[config.mk]
export PLATFORM = sky130hd
export DESIGN_NAME = local_network_interface_flat
export DESIGN_NICKNAME = d
export VERILOG_FILES = /design/src/rtl/local_network_interface_if.sv /design/src/rtl/local_network_interface.sv /design/src/flat_wrapper.sv
export SDC_FILE = /design/constraint.sdc
export NUM_CORES = 1
export LEC_CHECK = 0
export ABC_AREA = 1
export BUFFER_PORTS_ARGS = -buffer_cell sky130_fd_sc_hd__buf_4
export CORE_MARGIN = 4
export CORE_UTILIZATION = 45
export DETAILED_ROUTE_END_ITERATION = 16
export HOLD_SLACK_MARGIN = 0.03
export MAX_ROUTING_LAYER = met4
export PLACE_DENSITY = 0.67
export SLEW_MARGIN = 20
export SYNTH_ARGS = -nofsm -noshare
export SYNTH_HDL_FRONTEND = slang
export SYNTH_SLANG_ARGS = --single-unit
[constraint.sdc]
create_clock -name clk -period 2.2 [get_ports clk]
set_clock_uncertainty 0.05 [all_clocks]
set_input_delay 0.22 -clock clk [delete_from_list [all_inputs] [get_ports clk]]
set_output_delay 0.22 -clock clk [all_outputs]
set_load 0.1 [all_outputs]
[src/rtl/local_network_interface_if.sv]
// Bundle of PE-side and router-side local-port signals for the network interface.
// The slave modport is the interface block's view; master is the PE/router side.
interface local_network_interface_if;
    logic        pe_tx_valid_i;
    logic [15:0] pe_tx_dest_i;
    logic [15:0] pe_tx_data_i;
    logic        pe_tx_ready_o;
    logic [15:0] noc_data_o;
    logic        noc_valid_o;
    logic        noc_credit_i;
    logic [15:0] noc_data_i;
    logic        noc_valid_i;
    logic        noc_credit_o;
    logic [15:0] pe_rx_data_o;
    logic        pe_rx_valid_o;
    logic        pe_rx_head_o;
    logic        pe_rx_ready_i;
    logic        err_o;

    modport slave (
        input  pe_tx_valid_i, pe_tx_dest_i, pe_tx_data_i,
        input  noc_credit_i, noc_data_i, noc_valid_i, pe_rx_ready_i,
        output pe_tx_ready_o, noc_data_o, noc_valid_o, noc_credit_o,
        output pe_rx_data_o, pe_rx_valid_o, pe_rx_head_o, err_o
    );

    modport master (
        output pe_tx_valid_i, pe_tx_dest_i, pe_tx_data_i,
        output noc_credit_i, noc_data_i, noc_valid_i, pe_rx_ready_i,
        input  pe_tx_ready_o, noc_data_o, noc_valid_o, noc_credit_o,
        input  pe_rx_data_o, pe_rx_valid_o, pe_rx_head_o, err_o
    );
endinterface

[src/rtl/local_network_interface.sv]
// PE <-> router local-port network interface: credit-based TX packetizer and
// RX FIFO that returns one credit per flit consumed by the PE.
module local_network_interface #(
    parameter int unsigned PKT_LEN  = 4,
    parameter int unsigned TX_CRED  = 8,
    parameter int unsigned RX_DEPTH = 8
) (
    input  logic                      clk,
    input  logic                      reset,
    local_network_interface_if.slave  bus
);
    localparam int unsigned CW = $clog2(TX_CRED + 1);
    localparam int unsigned BW = $clog2(PKT_LEN);
    localparam int unsigned AW = $clog2(RX_DEPTH);
    localparam int unsigned NW = AW + 1;
    localparam logic [CW-1:0] CRED_MAX  = CW'(TX_CRED);
    localparam logic [BW-1:0] LAST_BEAT = BW'(PKT_LEN - 1);
    localparam logic [NW-1:0] RX_FULL   = NW'(RX_DEPTH);

    typedef enum logic {IDLE, BODY} state_t;

    state_t        state_q, state_d;
    logic [BW-1:0] beat_q, beat_d;
    logic [CW-1:0] credit_q, credit_d;
    logic          send_c, tx_ready_c, cred_ovf_c;
    logic [15:0]   tx_word_c;
    logic [15:0]   noc_data_q;
    logic          noc_valid_q, noc_credit_q, err_q;

    logic [15:0]   rx_mem [RX_DEPTH];
    logic [AW-1:0] wr_ptr_q, rd_ptr_q;
    logic [NW-1:0] rx_cnt_q;
    logic [BW-1:0] rx_idx_q;
    logic          pop_c, push_c, drop_c, full_c;

    // TX packetizer: header from dest in IDLE, then PKT_LEN-1 body words
    always_comb begin
        state_d    = state_q;
        beat_d     = beat_q;
        send_c     = 1'b0;
        tx_ready_c = 1'b0;
        tx_word_c  = bus.pe_tx_dest_i;
        case (state_q)
            IDLE: begin
                if (bus.pe_tx_valid_i && credit_q != '0) begin
                    send_c  = 1'b1;
                    beat_d  = BW'(1);
                    state_d = BODY;
                end
            end
            BODY: begin
                tx_word_c = bus.pe_tx_data_i;
                if (bus.pe_tx_valid_i && credit_q != '0) begin
                    send_c     = 1'b1;
                    tx_ready_c = 1'b1;
                    if (beat_q == LAST_BEAT) begin
                        beat_d  = '0;
                        state_d = IDLE;
                    end else begin
                        beat_d = beat_q + BW'(1);
                    end
                end
            end
            default: state_d = IDLE;
        endcase
    end

    // Credit counter; a return that would exceed the buffer depth is an error
    always_comb begin
        credit_d   = credit_q;
        cred_ovf_c = 1'b0;
        if (bus.noc_credit_i && !send_c) begin
            if (credit_q == CRED_MAX) cred_ovf_c = 1'b1;
            else                      credit_d   = credit_q + CW'(1);
        end else if (send_c && !bus.noc_credit_i) begin
            credit_d = credit_q - CW'(1);
        end
    end

    assign full_c = (rx_cnt_q == RX_FULL);
    assign pop_c  = (rx_cnt_q != '0) && bus.pe_rx_ready_i;
    assign push_c = bus.noc_valid_i && (!full_c || pop_c);
    assign drop_c = bus.noc_valid_i && full_c && !pop_c;

    always_ff @(posedge clk or negedge reset) begin
        if (!reset) begin
            state_q      <= IDLE;
            beat_q       <= '0;
            credit_q     <= CRED_MAX;
            noc_data_q   <= '0;
            noc_valid_q  <= 1'b0;
            noc_credit_q <= 1'b0;
            err_q        <= 1'b0;
            wr_ptr_q     <= '0;
            rd_ptr_q     <= '0;
            rx_cnt_q     <= '0;
            rx_idx_q     <= '0;
        end else begin
            state_q      <= state_d;
            beat_q       <= beat_d;
            credit_q     <= credit_d;
            noc_valid_q  <= send_c;
            noc_credit_q <= pop_c;
            if (send_c) noc_data_q <= tx_word_c;
            if (cred_ovf_c || drop_c) err_q <= 1'b1;
            if (push_c) wr_ptr_q <= wr_ptr_q + AW'(1);
            if (pop_c) begin
                rd_ptr_q <= rd_ptr_q + AW'(1);
                rx_idx_q <= (rx_idx_q == LAST_BEAT) ? '0 : rx_idx_q + BW'(1);
            end
            if (push_c && !pop_c)      rx_cnt_q <= rx_cnt_q + NW'(1);
            else if (pop_c && !push_c) rx_cnt_q <= rx_cnt_q - NW'(1);
        end
    end

    // FIFO storage needs no reset; occupancy is tracked by rx_cnt_q
    always_ff @(posedge clk) begin
        if (push_c) rx_mem[wr_ptr_q] <= bus.noc_data_i;
    end

    assign bus.pe_tx_ready_o = tx_ready_c;
    assign bus.noc_data_o    = noc_data_q;
    assign bus.noc_valid_o   = noc_valid_q;
    assign bus.noc_credit_o  = noc_credit_q;
    assign bus.pe_rx_data_o  = rx_mem[rd_ptr_q];
    assign bus.pe_rx_valid_o = (rx_cnt_q != '0);
    assign bus.pe_rx_head_o  = (rx_idx_q == '0);
    assign bus.err_o         = err_q;
endmodule

[src/flat_wrapper.sv]
// flat-port wrapper written by rule: the top's interface ports become plain ports
module local_network_interface_flat 
#(
    parameter int unsigned PKT_LEN  = 4,
    parameter int unsigned TX_CRED  = 8,
    parameter int unsigned RX_DEPTH = 8
)
  (clk, reset, bus_pe_tx_valid_i, bus_pe_tx_dest_i, bus_pe_tx_data_i, bus_noc_credit_i, bus_noc_data_i, bus_noc_valid_i, bus_pe_rx_ready_i, bus_pe_tx_ready_o, bus_noc_data_o, bus_noc_valid_o, bus_noc_credit_o, bus_pe_rx_data_o, bus_pe_rx_valid_o, bus_pe_rx_head_o, bus_err_o);
  local_network_interface_if bus_i ();
  input  logic clk;
  input  logic reset;
  input wire logic [$bits(bus_i.pe_tx_valid_i)-1:0] bus_pe_tx_valid_i;
  input wire logic [$bits(bus_i.pe_tx_dest_i)-1:0] bus_pe_tx_dest_i;
  input wire logic [$bits(bus_i.pe_tx_data_i)-1:0] bus_pe_tx_data_i;
  input wire logic [$bits(bus_i.noc_credit_i)-1:0] bus_noc_credit_i;
  input wire logic [$bits(bus_i.noc_data_i)-1:0] bus_noc_data_i;
  input wire logic [$bits(bus_i.noc_valid_i)-1:0] bus_noc_valid_i;
  input wire logic [$bits(bus_i.pe_rx_ready_i)-1:0] bus_pe_rx_ready_i;
  output wire logic [$bits(bus_i.pe_tx_ready_o)-1:0] bus_pe_tx_ready_o;
  output wire logic [$bits(bus_i.noc_data_o)-1:0] bus_noc_data_o;
  output wire logic [$bits(bus_i.noc_valid_o)-1:0] bus_noc_valid_o;
  output wire logic [$bits(bus_i.noc_credit_o)-1:0] bus_noc_credit_o;
  output wire logic [$bits(bus_i.pe_rx_data_o)-1:0] bus_pe_rx_data_o;
  output wire logic [$bits(bus_i.pe_rx_valid_o)-1:0] bus_pe_rx_valid_o;
  output wire logic [$bits(bus_i.pe_rx_head_o)-1:0] bus_pe_rx_head_o;
  output wire logic [$bits(bus_i.err_o)-1:0] bus_err_o;
  assign bus_i.pe_tx_valid_i = bus_pe_tx_valid_i;
  assign bus_i.pe_tx_dest_i = bus_pe_tx_dest_i;
  assign bus_i.pe_tx_data_i = bus_pe_tx_data_i;
  assign bus_i.noc_credit_i = bus_noc_credit_i;
  assign bus_i.noc_data_i = bus_noc_data_i;
  assign bus_i.noc_valid_i = bus_noc_valid_i;
  assign bus_i.pe_rx_ready_i = bus_pe_rx_ready_i;
  assign bus_pe_tx_ready_o = bus_i.pe_tx_ready_o;
  assign bus_noc_data_o = bus_i.noc_data_o;
  assign bus_noc_valid_o = bus_i.noc_valid_o;
  assign bus_noc_credit_o = bus_i.noc_credit_o;
  assign bus_pe_rx_data_o = bus_i.pe_rx_data_o;
  assign bus_pe_rx_valid_o = bus_i.pe_rx_valid_o;
  assign bus_pe_rx_head_o = bus_i.pe_rx_head_o;
  assign bus_err_o = bus_i.err_o;
  local_network_interface #(.PKT_LEN(PKT_LEN), .TX_CRED(TX_CRED), .RX_DEPTH(RX_DEPTH)) u_core (.clk(clk), .reset(reset), .bus(bus_i));
endmodule
* Word-level counts from Yosys, hierarchy flattened
Memories as Yosys holds them, arrays and structs flattened.
Cells that the tools add are included.
** Word-level totals
- Logic and storage cells :: 71
- Bits in writable memories :: 128
- Flip-flop bits (word level) :: 38
- Output and inout bits :: 38
- Bits of input ports :: 54
- Memories kept :: 1
** Memories
- u_core.rx_mem :: depth 8, bits a word 16, rd ports 1, clocked after memory_dff 0, wr ports 1, line local_network_interface.sv:30 : logic [15:0] rx_mem [RX_DEPTH];
** Operators by class
- Eq/ne operators :: 7
- Add/sub/neg operators :: 8
- Reduce and logical (&&, ||, !) cells :: 23
- Bitwise logic cells :: 1
- Mux-type cells :: 20
** Operator list (number)
- two-way mux 4 bit :: 5
- two-way mux 16 bit :: 1
- logical AND 1 bit :: 9
- adder 4 x 1 -> 4 bit, second input constant :: 2
- == test 4 bit, second input constant :: 2
- two-way mux 1 bit :: 8
- two-way mux 2 bit :: 4
- nonzero test 4 bit :: 2
- subtractor 4 x 1 -> 4 bit, second input constant :: 2
- adder 3 x 1 -> 3 bit, second input constant :: 2
- zero test 1 bit :: 5
- adder 2 x 1 -> 2 bit, second input constant :: 2
- == test 2 bit, second input constant :: 2
- != test 2 bit, second input constant :: 2
- one-hot mux 2 bit (2 select lines) :: 1
- AND reduction 2 bit :: 2
- nonzero test 2 bit :: 2
- zero test 2 bit :: 1
- logical OR 1 bit :: 2
- != test 2 x 1 -> 1 bit, second input constant :: 1
- one-hot mux 1 bit (2 select lines) :: 1
- inverter 1 bit :: 1

* Longest topological paths before layout
Gate-level depths: netlist (run 1).
- Word-level depth :: 8
- Gate-level depth with buffers :: 15
- Depth with buffers taken out :: 15

* Worst setup path after synthesis (run 1)
No wires, ideal clock.
- Kind :: register to register
- Start :: reg u_core.rx_cnt_q[0]
- End :: reg u_core.rx_cnt_q[3]
- Stages on the path, launching flop included :: 15
- Data arrival time :: 2.748 ns
- Setup slack :: -0.714 ns
- Setup time :: 0.116 ns
- Required time :: 2.034 ns
- Clock period less this slack :: 2.914 ns
- Buffers on the path :: 0
- Path through :: dfrtp_1 > nor2_2 > nand3_1 > nand2_2 > ha_1 > inv_1 > ha_1 > nand2_1 > inv_1 > o21ai_0 > nand2_1 > nand2_1 > nand2_1 > nand2_1 > nand2_1
** On the way
- Cells in the longest elaborated chain, start to end :: 7
- Elaborated cells between the ends (all ways) :: 15
- Classes of those cells :: 2 x add/sub; 1 x eq/ne; 2 x mux; 10 x reduce/logical
** Ends and longest elaborated chain
- start: declaration :: line local_network_interface.sv:32 : logic [NW-1:0] rx_cnt_q;
- start signal: assignment :: line local_network_interface.sv:111 : if (push_c && !pop_c) rx_cnt_q <= rx_cnt_q + NW'(1);
- start signal: assignment :: line local_network_interface.sv:112 : else if (pop_c && !push_c) rx_cnt_q <= rx_cnt_q - NW'(1);
- nonzero test 4 bit *
- net bus_pe_rx_valid_o :: line flat_wrapper.sv:24 : output wire logic [$bits(bus_i.pe_rx_valid_o)-1:0] bus_pe_rx_valid_o;
- logical AND 1 bit * :: line local_network_interface.sv:81 : assign pop_c = (rx_cnt_q != '0) && bus.pe_rx_ready_i;
- logical OR 1 bit :: line local_network_interface.sv:82 : assign push_c = bus.noc_valid_i && (!full_c || pop_c);
- logical AND 1 bit :: line local_network_interface.sv:82
- zero test 1 bit :: line local_network_interface.sv:112
- logical AND 1 bit :: line local_network_interface.sv:112
- nonzero test 2 bit (no source line)
The timed path passes the listed nets; every way through them passes the cells marked *. The select of a mux whose other input is x is not followed.
A chain may end at the register's enable or synchronous reset.

* Worst setup path after layout (run 1)
- Start :: reg u_core.rd_ptr_q[0]
- End :: out bus_pe_rx_data_o[4]
** On the way
- Cells in the longest elaborated chain, start to end :: 1
** Ends and longest elaborated chain
- start: declaration :: line local_network_interface.sv:31 : logic [AW-1:0] wr_ptr_q, rd_ptr_q;
- start signal: assignment :: line local_network_interface.sv:108 : rd_ptr_q <= rd_ptr_q + AW'(1);
- memory read (8 x 16 bit)
- end: declaration :: line flat_wrapper.sv:23 : output wire logic [$bits(bus_i.pe_rx_data_o)-1:0] bus_pe_rx_data_o;
Every way passes these cells.

==> metrics, run 1 <==
outcome=finished, final reports clean; finished layout cell area=9351 sq um; clock slew at reported path FFs=0.06 ns; vias=5137; critical path launch point=u_core.rd_ptr_q[0]$_DFFE_PN0N_; Fmax=around 0.47 GHz; final setup margin=about 0.094 ns; ANT nets after route=0; share of layout cells above drive strength 1=0.2289; nets=between 800 and 900; Synth cell types=33; top cell type by total area after synthesis=edfxtp_1; Util after Layout=0.6129; maxcap violations=0; synthesized net count=roughly 700; worst path cell trace=inv_4 > buf_4 > nor2_1 > o21ai_1 > nand2_1 > nand2_1 > buf_8; cell area after synthesis=about 7100 sq um; CTS root buf=clkbuf_16; Post-DP HPWL=~9400 um; Synth Instances=~630; area delta synth->final=32.59%; IO Pins=approximately 90; largest net degree at the start of global routing=67; die area=about 18000 sq um; Core Area=around 15000 sq um; DRT Wirelength=16610 um; Least-Margin Pin Slew=~0.5 ns; Setup crit end kind=output pin; RSZ-0062 raised after global routing=yes; initial antenna violation count=0; fin crit period=about 2.1 ns; Final Max Slew Viols=0; most frequent cells in the layout=edfxtp_1 (128), nor2_1 (124), nand2_1 (118); Starting Density=0.4622; Top delay family on crit path=buffers and inverters; Fin. Hold Viols=0; final setup violation count=0; Worst Path Arrival=1.84 ns; Crit Path Max Fanout=14; Final Cycle Share=0.9573; Rows=between 40 and 50; Hold Crit Start=bus_noc_valid_i; hold_ws=about 0.051 ns; DP Area=around 8000 sq um; Critical Path RT=slightly below 2 ns; TritonCTS clock tree=done; Slew headroom=0.6652; Layout fillers=1169; Antenna Cells=0; number of global-route vias before repair=approximately 5200; Die Width=133.2 um; wire per inst=~16 um; synthesized flop and latch total=roughly 170; top cell type's share of synthesized area=0.5450; CTS max path bufs=2; dominant cells by area after synthesis=edfxtp_1 (54%), dfrtp_1 (13%), nor2_1 (6.6%), nand2_1 (6.4%), o21ai_1 (3.7%); most frequent CP cell=nand2_1; DRT iter0 DRCs=370; TritonRoute pass-1 iters=5; Max stage delay on crit path=about 0.47 ns; CTS Buf Count=17; Sink Count=around 170; global route overflow=0; HP Class=input port to flop; port bufs=between 90 and 100; synth warn=0; R2R Path Start=u_core.credit_q[0]$_DFFE_PN0P_; cell at the slowest stage of the critical path=dfrtp_2; crit path kind=flop to output pin; type of origin of the critical path=flop; post-synthesis sequential area ratio=0.6800; H-tree levels=4; dpl ws=approximately 0.12 ns; first-pass GRT wire length=26120 um; chip height=133.2 um; # DRC=0; Total GRT Usage=0.1943; Worst Path Buf+Inv=3; most common cell after layout, fill and taps aside=edfxtp_1; GPL Wtd Cong=0.8038; Syn Area/Cell=11.18 sq um; worst-skew pair later-pin latency=approximately 0.42 ns; routed vias/inst=5.061
## worst min-delay path, cell delays in order
cell,delay (ns)
buf_4,0.10
o21ai_2,0.06
nand2_1,0.05
nand2_1,0.05
## Yosys cell counts (all sizes together)
library cell and number:
dfstp 1, xor2 5, ha 10, inv 27, or2 1, a22o 1, nand3 8, o21ai 106
dfrtp 37, edfxtp 128, xnor2 2, o21bai 1, clkbuf 2, buf 28, fa 2, nand2 124
nand4 1, nand3b 1, nor2 128, a31oi 16, clkinv 1, a21oi 1
## stage by stage
step	setup TNS [ns]	instances
after floorplan	0	631
after global routing	-0.1030	1015
after CTS	0	1011
final	0	1015
after global placement	0	926
after detailed placement	0	926
## state kept, by name (all words and copies together) (netlist names)
name and cells:
u_core.credit_q 4, u_core.rx_idx_q 2, u_core.rd_ptr_q 3, u_core.bus.noc_data_o 16
u_core.state_q 1, u_core.rx_cnt_q 4, u_core.bus.err_o 1, u_core.beat_q 2
u_core.wr_ptr_q 3, u_core.bus.noc_valid_o 1, u_core.rx_mem 128, u_core.bus.noc_credit_o 1
## per-layer routing
metal  vias to the layer above  GRT usage  routed length [um]
li1                       2471          -                   -
met2                       148     0.3324                8719
met4                         0    0.07429                 273
met3                        26    0.05023                 934
met5                         -          -                   0
met1                      2492     0.2201                6685
## cells by family after synthesis
logic type      Yosys count  share of synthesized area
simple gates            263                     0.1469
buf+inv                  58                    0.04701
compound gates          125                    0.09402
flops                   166                     0.6800
xor+xnor                  7                   0.008693
fa+ha+maj                12                    0.02342
## timing repair
action | CTS | global route
hold buffers | 49 | 0
setup buffers | 3 | 3
pin swaps | 0 | 2
endpoints found under the hold margin | 181 | 0
gates cloned | 1 | 1
resized for setup | 15 | 43
setup endpoints to repair | 15 | 22
## path summary, 6_finish.rpt
path,to,slack (ns),depth (start not counted)
min in group asynchronous,u_core.bus.noc_data_o[11]$_DFFE_PN0P_,0.26,2
max reg2reg,u_core.credit_q[3]$_DFFE_PN1P_,0.16,14
min,u_core.wr_ptr_q[0]$_DFFE_PN0P_,0.05,4
max in group asynchronous,u_core.rx_cnt_q[0]$_DFFE_PN0P_,1.46,2
min reg2reg,u_core.beat_q[0]$_DFFE_PN0P_,0.44,1
max,bus_pe_rx_data_o[4],0.09,7
## final cells by class
type                       instances  area (sq um)  area share
timing repair buffer             171          1650      0.1765
clock inverter                    11         73.82    0.007894
tap                              211         264.0     0.02823
multi-input combinational        407          1977      0.2114
sequential                       166          4801      0.5134
inverter                          28         115.1     0.01231
clock buffer                      21         470.5     0.05031
Power of run 1 is left out: the tool's default activity adds up to more than one toggle a clock period on the data nets, which glitch-free logic cannot reach.
==> run 2: changes to the inputs <==
Settings changed: CORE_ASPECT_RATIO set to 1.25, CORE_UTILIZATION 45 to 30, HOLD_SLACK_MARGIN 0.03 to 0.12, PLACE_DENSITY 0.67 to unset.
==> metrics, run 2 (synthesis gave the netlist of run 1 again) <==
H-tree levels=4 (unchanged); Setup crit end kind=output pin; Post-DP HPWL=9996 um (+6.1%); Layout fillers=2112 (+81%); Util after Layout=0.4189 (-0.1940); clock slew at reported path FFs=0.08 ns (+0.02 ns); Worst Path Arrival=1.85 ns (about the same); share of layout cells above drive strength 1=0.2546 (+0.02576); R2R Path Start=u_core.credit_q[3]$_DFFE_PN1P_; Rows=62 (+38%); Starting Density=0.3061 (-0.1561); vias=5080 (-1.1%); Fin. Hold Viols=0 (unchanged); IO Pins=92 (unchanged); CTS Buf Count=17 (unchanged); die area=26040 sq um (+47%); crit path kind=flop to output pin; Largest Register=u_core.rx_mem; Crit Path Max Fanout=16 (+2); Least-Margin Pin Slew=0.5755 ns (+0.07332 ns); fin crit period=2.120 ns (+0.01365 ns); area delta synth->final=36.85%; routed vias/inst=4.610 (-8.9%); DRT iter0 DRCs=296 (-20%); Reg area=4800 sq um (about the same); # DRC=0 (unchanged); max reg flops=128 (unchanged); DRT Wirelength=16490 um (-0.73%); dpl ws=0.1008 ns (-0.02056 ns); DP Area=8169 sq um (+2.0%); RSZ-0062 raised after global routing=yes; HP Class=input port to flop; chip height=179.4 um (+35%); port bufs=91 (unchanged); wire per inst=14.97 um (-8.6%); GPL Wtd Cong=0.7076 (-12%); reg2reg setup slack=0.14 ns (-0.02 ns); finished layout cell area=9652 sq um (+3.2%); CTS max path bufs=2 (unchanged); Die Width=145.1 um (+9.0%); Total GRT Usage=0.1283 (-0.06608); most common cell after layout, fill and taps aside=edfxtp_1; final setup margin=0.08023 ns (-0.01365 ns); hold path depth=6 (+2); Final Max Slew Viols=0 (unchanged); reg-to-reg endpoint=u_core.bus.noc_data_o[15]$_DFFE_PN0P_; largest net degree at the start of global routing=47 (-30%); final setup violation count=0 (unchanged); Sink Count=166 (unchanged); TritonRoute pass-1 iters=6 (+1); type of origin of the critical path=flop; Register-to-Register Path Depth=8 (-6); Slew headroom=0.6149 (-0.05030); initial antenna violation count=1 (+1); maxcap violations=0 (unchanged); TritonCTS clock tree=done; worst setup path end=bus_pe_rx_data_o[12]; ANT nets after route=0 (unchanged); Core Area=23040 sq um (+51%); most frequent cells in the layout=edfxtp_1 (128), nor2_1 (112), nand2_1 (111); multi-input combinational cell area=2012 sq um (+1.8%); global route overflow=0 (unchanged); Fmax=0.4718 GHz (-0.64%); number of global-route vias before repair=5088 (-2.0%); first-pass GRT wire length=26060 um (-0.21%); critical path launch point=u_core.rd_ptr_q[0]$_DFFE_PN0N_; outcome=finished, final reports clean; Critical Path RT=1.93 ns (about the same); CTS root buf=clkbuf_16; worst-skew pair later-pin latency=0.43 ns (about the same); nets=866 (+1.1%); Final Cycle Share=0.9635 (+0.006204)
[run 2: what timing repair did]
| item | CTS | global route |
|---|---|---|
| hold buffers | 52 | 0 |
| buffers inserted | 0 | 5 |
| resized for setup | 5 | 76 |
| cloned | 0 | 4 |
| pin swaps | 0 | 3 |
| endpoints found under the hold margin | 191 | 0 |
| setup endpoints to repair | 7 | 26 |
[run 2: metal layers]
| layer | vias to the layer above | part of all wire | GRT usage |
|---|---|---|---|
| met1 | 2412 | 0.43 | 0.1566 |
| met3 | 16 | 0.051 | 0.02670 |
| li1 | 2494 | - | - |
| met2 | 158 | 0.50 | 0.2139 |
| met4 | 0 | 0.013 | 0.04219 |
| met5 | - | 0 | - |
[run 2: area by class of cell]
class	instances	share of cell area
tap	288	0.03733
sequential	166	0.4973
multi-input combinational	407	0.2085
timing repair buffer	180	0.1847
clock buffer	17	0.04408
antenna	1	0.0002593
clock inverter	15	0.01620
inverter	28	0.01167
[run 2: worst max-delay path, cell delays in order (launching register included)]
cell	delay (ns)
dfrtp_2	0.45
buf_4	0.16
buf_8	0.14
nor2_2	0.11
nor2_1	0.04
o21ai_1	0.09
o21ai_1	0.08
nand2_1	0.07
nand2_2	0.09
buf_12	0.18
[run 2: through the flow]
stage / instances / hold slack (ns) / TNS [ns]
final: 1102 / 0.1882 / 0
after global routing: 1102 / 0.1959 / -0.2068
after CTS: 1092 / 0.1704 / 0
after detailed placement: 1008 / 0.1838 / 0
after global placement: 1008 / 0.1855 / 0
after floorplan: 631 / -0.1256 / 0
[run 2: how the worst min path moves through the flow]
stage	start	end	slack [ns]
after floorplan	reset	u_core.beat_q[0]$_DFFE_PN0P_	-0.13
after global placement	reset	u_core.bus.noc_data_o[10]$_DFFE_PN0P_	0.19
after detailed placement	reset	u_core.bus.noc_data_o[10]$_DFFE_PN0P_	0.18
after CTS	bus_pe_tx_valid_i	u_core.credit_q[3]$_DFFE_PN1P_	0.17
after global routing	bus_pe_tx_valid_i	u_core.beat_q[1]$_DFFE_PN0P_	0.20
final	bus_pe_tx_valid_i	u_core.credit_q[3]$_DFFE_PN1P_	0.19
Power of run 2 is left out for the same reason.
==> run 3: changes to the inputs <==
Settings changed: CORE_UTILIZATION 30 to 52, PLACE_DENSITY set to 0.76.
==> metrics, run 3 (synthesis gave the netlist of run 1 again) <==
DRT iter0 DRCs=481 (+63%); H-tree levels=4 (unchanged); number of global-route vias before repair=5306 (+4.3%); IO Pins=92 (unchanged); clock slew at reported path FFs=0.07 ns (about the same); Largest Register=u_core.rx_mem; Rows=47 (-24%); Sink Count=166 (unchanged); wire per inst=17.02 um (+14%); CTS max path bufs=2 (unchanged); # DRC=0 (unchanged); fin crit period=2.171 ns (+0.05157 ns); Layout fillers=882 (-58%); outcome=finished, final reports clean; Die Width=112.2 um (-23%); most common cell after layout, fill and taps aside=edfxtp_1; DRT Wirelength=16630 um (+0.83%); Setup TNS=0 ns (unchanged); HP Class=input port to flop; Fmax=0.4605 GHz (-2.4%); final setup margin=0.02866 ns (-0.05157 ns); Antenna Cells=0 (-1); port bufs=91 (unchanged); initial antenna violation count=0 (-1); Post-DP HPWL=9187 um (-8.1%); Starting Density=0.5307 (+0.2246); global route overflow=0 (unchanged); Core Area=13290 sq um (-42%); final setup violation count=0 (unchanged); met2 GRT Util=0.3746 (+0.1607); worst-skew pair later-pin latency=0.42 ns (about the same); CTS Buf Count=17 (unchanged); Total GRT Usage=0.2201 (+0.09182); Slew headroom=0.5865 (-0.02838); area delta synth->final=32.73%; Crit Path Max Fanout=16 (unchanged); first-pass GRT wire length=26270 um (+0.79%); TritonRoute pass-1 iters=5 (-1); Fin. Hold Viols=0 (unchanged); Final Cycle Share=0.9870 (+0.02344); maxcap violations=0 (unchanged); vias=5277 (+3.9%); M3 GR Usage=0.03540 (+0.008702); GPL Wtd Cong=0.7761 (+9.7%); Setup crit end kind=output pin; nets=859 (-0.81%); GRT Max-Usage Layer=met2; CTS root buf=clkbuf_16; Util after Layout=0.7044 (+0.2855); most frequent cells in the layout=edfxtp_1 (128), nor2_1 (123), nand2_1 (118); type of origin of the critical path=flop; TritonCTS clock tree=done; Final Max Slew Viols=0 (unchanged); share of layout cells above drive strength 1=0.2295 (-0.02508); crit path kind=flop to output pin; chip height=138.2 um (-23%); met1 usage=0.2633 (+0.1067); ANT nets after route=0 (unchanged); Worst Path Arrival=1.90 ns (+0.05 ns); Least-Margin Pin Slew=0.6202 ns (+0.04470 ns); dpl ws=0.05873 ns (-0.04206 ns); die area=15500 sq um (-40%); largest net degree at the start of global routing=39 (-17%); max reg flops=128 (unchanged); routed vias/inst=5.401 (+17%); Critical Path RT=1.93 ns (about the same)
run 3: changes by cell type in the layout (fill, tap and decap cells not counted), sizes merged:
cell / previous run / this run
diode: 1 / 0
clkbuf: 20 / 18
bufinv: 0 / 1
clkinv: 7 / 5
buf: 125 / 120
clkinvlp: 1 / 2
run 3: stage by stage:
stage / area, sq um / hold slack, ns / cells
6_report: 9361 / 0.2100 / 977
5_1_grt: 9361 / 0.2385 / 977
4_1_cts: 9185 / 0.1693 / 969
3_5_place_dp: 7936 / 0.1798 / 883
3_3_place_gp: 7936 / 0.1711 / 883
2_1_floorplan: 7083 / -0.1256 / 631
run 3: worst paths after layout:
kind | from | endpoint | slack, ns | depth (start not counted)
min in group asynchronous | reset | u_core.bus.noc_data_o[6]$_DFFE_PN0P_ | 0.27 | 2
max | u_core.rd_ptr_q[1]$_DFFE_PN0N_ | bus_pe_rx_data_o[13] | 0.03 | 8
min reg2reg | u_core.beat_q[0]$_DFFE_PN0P_ | u_core.beat_q[0]$_DFFE_PN0P_ | 0.43 | 1
min | bus_pe_tx_valid_i | u_core.credit_q[0]$_DFFE_PN0P_ | 0.21 | 5
max reg2reg | u_core.rx_cnt_q[1]$_DFFE_PN0P_ | u_core.rx_cnt_q[3]$_DFFE_PN0P_ | 0.18 | 15
max in group asynchronous | reset | u_core.rd_ptr_q[0]$_DFFE_PN0N_ | 1.46 | 2
run 3: layer usage:
layer | routed length (um) | part of all wire
met1 | 6477 | 0.39
met2 | 8739 | 0.53
met3 | 1007 | 0.061
met4 | 405 | 0.024
met5 | 0 | 0
run 3: final cells by class:
class / instances / area, sq um / share of cell area
Sequential cell: 166 / 4802 / 0.5130
Clock buffer: 17 / 425.4 / 0.04544
Inverter: 28 / 112.6 / 0.01203
Clock inverter: 15 / 185.2 / 0.01978
Tap cell: 171 / 214.0 / 0.02285
Multi-Input combinational cell: 407 / 1979 / 0.2114
Timing Repair Buffer: 173 / 1643 / 0.1755
run 3: what timing repair did:
item,CTS,global route
setup endpoints to repair,11,23
cloned,1,1
hold buffers,52,0
hold endpoints to repair,190,0
setup buffers,1,7
pin swaps,0,3
gates resized for setup,21,25
run 3: worst max-delay path, stage by stage (launching register included):
cell     delay [ns]
dfrtp_2        0.44
buf_12         0.15
buf_16         0.15
nor2_1         0.11
o21ai_1        0.08
o21ai_1        0.10
nand2_1        0.08
nand2_1        0.15
buf_8          0.22
Power of run 3 is left out for the same reason.
